<file path="config.mk">
export PLATFORM = sky130hd
export DESIGN_NAME = processor_program_feeder_flat
export DESIGN_NICKNAME = d
export VERILOG_FILES = /design/src/rtl/processor_program_feeder_if.sv /design/src/rtl/processor_program_feeder.sv /design/src/flat_wrapper.sv
export SDC_FILE = /design/constraint.sdc
export NUM_CORES = 1
export LEC_CHECK = 0
export CAP_MARGIN = 30
export CORE_ASPECT_RATIO = 0.9
export CORE_MARGIN = 2
export CORE_UTILIZATION = 55
export DETAILED_ROUTE_END_ITERATION = 16
export GPL_ROUTABILITY_DRIVEN = 0
export GPL_TIMING_DRIVEN = 1
export PLACE_DENSITY = 0.82
export SYNTH_ARGS = -nofsm -noshare
export SYNTH_HDL_FRONTEND = slang
export SYNTH_SLANG_ARGS = --single-unit
</file>
<file path="constraint.sdc">
create_clock -name Clock -period 5.86 [get_ports Clock]
set_input_delay 1.172 -clock Clock [delete_from_list [all_inputs] [get_ports Clock]]
set_output_delay 1.172 -clock Clock [all_outputs]
set_load 0.02 [all_outputs]
</file>
<file path="src/rtl/processor_program_feeder_if.sv">
// Bundles the loader, processor (DIN/Run/Done) and status signals of the program feeder.
// master is the feeder's view; slave is the loader/processor side.
interface processor_program_feeder_if #(
  parameter int AW = 5,
  parameter int CW = 8
);
  logic          prog_we;
  logic [AW-1:0] prog_addr;
  logic [15:0]   prog_data;
  logic          start;
  logic [AW-1:0] last_addr;
  logic          Done;
  logic [15:0]   DIN;
  logic          Run;
  logic [AW-1:0] pc;
  logic          busy;
  logic          finished;
  logic          error;
  logic [1:0]    err_code;
  logic [CW-1:0] retired;

  modport master (
    input  prog_we, prog_addr, prog_data, start, last_addr, Done,
    output DIN, Run, pc, busy, finished, error, err_code, retired
  );

  modport slave (
    output prog_we, prog_addr, prog_data, start, last_addr, Done,
    input  DIN, Run, pc, busy, finished, error, err_code, retired
  );
endinterface

</file>
<file path="src/rtl/processor_program_feeder.sv">
// Feeds a loadable program to a multicycle processor over DIN/Run/Done, one instruction
// at a time, with a Done watchdog, truncated-mvi detection and a saturating retire count.
module processor_program_feeder #(
  parameter int AW      = 5,
  parameter int DEPTH   = 32,
  parameter int TIMEOUT = 15,
  parameter int CW      = 8
) (
  input logic                         Clock,
  input logic                         Resetn,
  processor_program_feeder_if.master  bus
);

  localparam int WW = $clog2(TIMEOUT + 1);
  localparam logic [AW-1:0] PC_ONE   = AW'(1);
  localparam logic [AW-1:0] PC_TWO   = AW'(2);
  localparam logic [AW-1:0] PC_ZERO  = AW'(0);
  localparam logic [WW-1:0] WD_ONE   = WW'(1);
  localparam logic [WW-1:0] WD_LIMIT = WW'(TIMEOUT - 1);
  localparam logic [CW-1:0] RET_ONE  = CW'(1);
  localparam logic [CW-1:0] RET_MAX  = {CW{1'b1}};

  typedef enum logic [2:0] {
    IDLE  = 3'd0,
    ISSUE = 3'd1,
    EXEC  = 3'd2,
    FIN   = 3'd3,
    ERR   = 3'd4
  } state_t;

  function automatic logic is_mvi(input logic [15:0] word);
    return word[8:6] == 3'b001;
  endfunction

  logic [15:0]   mem_r [DEPTH];
  state_t        state_r, state_n_s;
  logic [15:0]   din_r, din_n_s;
  logic [AW-1:0] pc_r, pc_n_s;
  logic [AW-1:0] last_r, last_n_s;
  logic [CW-1:0] ret_r, ret_n_s;
  logic [1:0]    ec_r, ec_n_s;
  logic [WW-1:0] wdog_r, wdog_n_s;

  logic          halted_s;
  logic          trunc_s;
  logic [AW-1:0] len_s;
  logic [AW-1:0] pc_adv_s;
  logic [AW-1:0] last_word_s;
  logic [15:0]   start_word_s;

  assign halted_s    = (state_r == IDLE) || (state_r == FIN) || (state_r == ERR);
  assign trunc_s     = is_mvi(din_r) && (pc_r == last_r);
  // Memory is frozen while running, so the opcode can be re-read at pc during EXEC.
  assign len_s       = is_mvi(mem_r[pc_r]) ? PC_TWO : PC_ONE;
  assign pc_adv_s    = pc_r + len_s;
  assign last_word_s = pc_adv_s - PC_ONE;
  // A write to word 0 on the start edge must be seen by the run it launches.
  assign start_word_s = (bus.prog_we && (bus.prog_addr == PC_ZERO)) ? bus.prog_data : mem_r[0];

  // Program memory write port, open only while no program is running.
  always_ff @(posedge Clock) begin
    if (bus.prog_we && halted_s) begin
      mem_r[bus.prog_addr] <= bus.prog_data;
    end
  end

  // State and datapath registers with synchronous active-low reset.
  always_ff @(posedge Clock) begin
    if (!Resetn) begin
      state_r <= IDLE;
      din_r   <= 16'h0000;
      pc_r    <= PC_ZERO;
      last_r  <= PC_ZERO;
      ret_r   <= {CW{1'b0}};
      ec_r    <= 2'b00;
      wdog_r  <= {WW{1'b0}};
    end else begin
      state_r <= state_n_s;
      din_r   <= din_n_s;
      pc_r    <= pc_n_s;
      last_r  <= last_n_s;
      ret_r   <= ret_n_s;
      ec_r    <= ec_n_s;
      wdog_r  <= wdog_n_s;
    end
  end

  // Next-state and datapath update logic.
  always_comb begin
    state_n_s = state_r;
    din_n_s   = din_r;
    pc_n_s    = pc_r;
    last_n_s  = last_r;
    ret_n_s   = ret_r;
    ec_n_s    = ec_r;
    wdog_n_s  = wdog_r;
    case (state_r)
      IDLE, FIN, ERR: begin
        if (bus.start) begin
          state_n_s = ISSUE;
          pc_n_s    = PC_ZERO;
          din_n_s   = start_word_s;
          ret_n_s   = {CW{1'b0}};
          ec_n_s    = 2'b00;
          last_n_s  = bus.last_addr;
        end else begin
          state_n_s = state_r;
        end
      end
      ISSUE: begin
        if (trunc_s) begin
          state_n_s = ERR;
          ec_n_s    = 2'b10;
        end else begin
          if (is_mvi(din_r)) begin
            din_n_s = mem_r[pc_r + PC_ONE];
          end else begin
            din_n_s = din_r;
          end
          wdog_n_s  = {WW{1'b0}};
          state_n_s = EXEC;
        end
      end
      EXEC: begin
        if (bus.Done) begin
          ret_n_s = (ret_r == RET_MAX) ? ret_r : ret_r + RET_ONE;
          if (last_word_s == last_r) begin
            state_n_s = FIN;
          end else begin
            pc_n_s    = pc_adv_s;
            din_n_s   = mem_r[pc_adv_s];
            state_n_s = ISSUE;
          end
        end else if (wdog_r == WD_LIMIT) begin
          wdog_n_s  = wdog_r + WD_ONE;
          ec_n_s    = 2'b01;
          state_n_s = ERR;
        end else begin
          wdog_n_s = wdog_r + WD_ONE;
        end
      end
      default: begin
        state_n_s = IDLE;
      end
    endcase
  end

  assign bus.DIN      = din_r;
  assign bus.Run      = (state_r == ISSUE) && !trunc_s;
  assign bus.pc       = pc_r;
  assign bus.busy     = (state_r == ISSUE) || (state_r == EXEC);
  assign bus.finished = (state_r == FIN);
  assign bus.error    = (state_r == ERR);
  assign bus.err_code = ec_r;
  assign bus.retired  = ret_r;

endmodule

</file>
<file path="src/flat_wrapper.sv">
// flat-port wrapper written by rule: the top's interface ports become plain ports
module processor_program_feeder_flat 
#(
  parameter int AW      = 5,
  parameter int DEPTH   = 32,
  parameter int TIMEOUT = 15,
  parameter int CW      = 8
)
  (Clock, Resetn, bus_prog_we, bus_prog_addr, bus_prog_data, bus_start, bus_last_addr, bus_Done, bus_DIN, bus_Run, bus_pc, bus_busy, bus_finished, bus_error, bus_err_code, bus_retired);
  processor_program_feeder_if #(.AW(AW), .CW(CW)) bus_i ();
  input logic Clock;
  input logic Resetn;
  input wire logic [$bits(bus_i.prog_we)-1:0] bus_prog_we;
  input wire logic [$bits(bus_i.prog_addr)-1:0] bus_prog_addr;
  input wire logic [$bits(bus_i.prog_data)-1:0] bus_prog_data;
  input wire logic [$bits(bus_i.start)-1:0] bus_start;
  input wire logic [$bits(bus_i.last_addr)-1:0] bus_last_addr;
  input wire logic [$bits(bus_i.Done)-1:0] bus_Done;
  output wire logic [$bits(bus_i.DIN)-1:0] bus_DIN;
  output wire logic [$bits(bus_i.Run)-1:0] bus_Run;
  output wire logic [$bits(bus_i.pc)-1:0] bus_pc;
  output wire logic [$bits(bus_i.busy)-1:0] bus_busy;
  output wire logic [$bits(bus_i.finished)-1:0] bus_finished;
  output wire logic [$bits(bus_i.error)-1:0] bus_error;
  output wire logic [$bits(bus_i.err_code)-1:0] bus_err_code;
  output wire logic [$bits(bus_i.retired)-1:0] bus_retired;
  assign bus_i.prog_we = bus_prog_we;
  assign bus_i.prog_addr = bus_prog_addr;
  assign bus_i.prog_data = bus_prog_data;
  assign bus_i.start = bus_start;
  assign bus_i.last_addr = bus_last_addr;
  assign bus_i.Done = bus_Done;
  assign bus_DIN = bus_i.DIN;
  assign bus_Run = bus_i.Run;
  assign bus_pc = bus_i.pc;
  assign bus_busy = bus_i.busy;
  assign bus_finished = bus_i.finished;
  assign bus_error = bus_i.error;
  assign bus_err_code = bus_i.err_code;
  assign bus_retired = bus_i.retired;
  processor_program_feeder #(.AW(AW), .DEPTH(DEPTH), .TIMEOUT(TIMEOUT), .CW(CW)) u_core (.Clock(Clock), .Resetn(Resetn), .bus(bus_i));
endmodule
</file>
==> run metrics <==
status finished, final reports clean; fin nets 1679; arrival time worst endpoint 5.84 ns; Initial Util 0.555; layout cells sized above 1 0.296; Root Driver clkbuf_16; final antenna-violating net count 0; placed insts 2212; Die Ht 215 um; Final Instance Area 30800 um2; Synth top area share 0.566; clock latency at the later pin of the worst-skew pair 0.64 ns; final cell count without fillers 2319; Post-synth top flop edfxtp_1; 1st-iter DRT viols 2477; flops & latches, synth 560; RSZ-0062 raised after global routing false; CTS Sinks 560; Worst EP required 6.38 ns; Vias 17100; I/O pin cnt 66; Hold Crit Class reg -> reg; Clock Pin Slew Worst Setup and Hold Paths 0.06 ns; largest area contributor in the netlist edfxtp_1; post-CTS setup buffer count 0; most common cell after layout, fill and taps aside edfxtp_1; commonest non-fill, non-tap cells in the layout 512 x edfxtp_1, 273 x mux4_2, 85 x mux2i_1; Mapped Cells 1547; Critical Path Start Type flop; setup_tns 0 ns; hold depth 2; Routed WL per cell 32.2 um; endpoint class of the critical path flop; placed inst area 28900 um2; fmax 188 MHz; Max Cap Viol 0; syn nets 1586; FP Rows 77; Slew Limit Fails 0; Hold Vio Cnt, Final 0; initial antenna violation count 2; Yosys cell types 60; DRC viols 0; number of setup violations in the final report 0; async set-reset flop share out of synthesis 0; CP Class reg -> reg; port bufs 65; IR drop worst, VDD 0.000274 V; Power, Total 0.0107 W; hold buffer count at CTS 0; slew of the pin with the lowest slew margin 0.970 ns; worst setup margin 0.543 ns; worst rel slew slack 0.352; Yosys Warn Count 0; GRT Resource Usage Total 0.295; vias per cell 7.38; Layout area overhead 13.5%; die width 238 um; Pwr per Cell Area 347 nW/um2; die footprint 51200 um2; clk_skew 0.0459 ns; r2r worst-path depth 15; Synth area leaders edfxtp_1 57%, mux4_2 23%, dfxtp_1 3.5%; grt ovf 0; CTS max path bufs 3; post-synthesis sequential area ratio 0.601; fin crit period 5.32 ns; TritonRoute pass-1 iters 7; Post-Route WL 74.7 mm; TritonCTS clock tree done; post-CTS resize count 0; Leak 9.51 nW; largest net degree at the start of global routing 56; Post-synth EDFFs 512; Mean Syn Cell Area 17.6 um2; Post-Place Worst Slack 0.647 ns; number of global-route vias before repair 17400; first-pass GRT wire length 111 mm; Num CTS Buffers 54; CP max FO 32; core area 48900 um2; Post-Synthesis Cell Area 27200 um2; Final period util 0.907; H-tree depth 2; Final HPWL DP 45.5 mm
[stage by stage]
step / hold WS [ns] / utilization
5_1_grt: 0.523 / 0.630
3_3_place_gp: 0.462 / 0.589
2_1_floorplan: 0.449 / -
3_5_place_dp: 0.466 / 0.591
4_1_cts: 0.475 / 0.628
6_report: 0.477 / 0.630
[worst max-delay path, stage by stage (launching register included)]
cell,delay [ns]
dfxtp_1,0.31
buf_4,0.32
nor4b_1,0.13
a311oi_1,0.32
a21oi_1,0.08
mux4_2,0.51
mux2_2,0.31
fa_4,1.07
inv_1,0.12
ha_1,0.26
xor2_1,0.16
xnor2_1,0.13
nor3_1,0.40
o2111ai_2,0.22
and3_1,0.50
a311oi_1,0.38
[layout make-up]
class,instances,area (um2)
well taps,632,791
clock inverters,22,273
fillers,3349,18100
diodes,2,5.00
inverters,14,52.6
clock buffers,79,1530
flip-flops and latches,560,16300
multi-input cells,856,10300
repair buffers,154,1520
[synth_stat cells, drive strengths merged, types with 33 or more instances]
library cell,count
nor2,87
nor2b,38
a31oi,33
nand2,54
mux4,273
mux2i,85
dfxtp,48
edfxtp,512
clkbuf,46
buf,71
a211oi,62
[final timing paths]
check	slack [ns]	endpoint	from
worst max register to register	0.54	u_core.bus.DIN[5]	flop
worst min register to register	0.48	u_core.last_r[4]	u_core.last_r[4]
worst min-delay path	0.48	u_core.last_r[4]	u_core.last_r[4]
worst max-delay path	0.54	u_core.bus.DIN[5]	flop
[routing by layer]
| layer | GRT usage | wire (um) |
|---|---|---|
| met1 | 0.391 | 25900 |
| met2 | 0.459 | 35600 |
| met3 | 0.0759 | 9160 |
| met4 | 0.147 | 3990 |
| met5 | 0 | 13 |
[cell families (layout without fill, tap and decap cells)]
logic type / Yosys count / in the layout / share of synthesized area
fa+ha+maj: 8 / 8 / 0.00396
buf+inv: 131 / 269 / 0.0248
simple gates: 267 / 267 / 0.0495
flops: 560 / 560 / 0.601
xor+xnor: 24 / 24 / 0.00884
other cells: 0 / 2 / 0
mux: 363 / 363 / 0.260
compound gates: 194 / 194 / 0.0522
[sequential cells by signal (all words and copies together) (netlist names), named ones only]
register             flops
u_core.bus.pc            5
u_core.state_r           3
u_core.bus.err_code      2
u_core.bus.DIN          16
u_core.wdog_r            4
u_core.mem_r           512
u_core.last_r            5
u_core.bus.retired       8
[power breakdown]
| part | switching [W] | total [W] | internal (W) |
|---|---|---|---|
| Sequential | 0.000132 | 0.00460 | 0.00447 |
| Clock | 0.00152 | 0.00357 | 0.00204 |
| Combinational | 0.00139 | 0.00252 | 0.00113 |
Power figures use the tool's default switching activity.
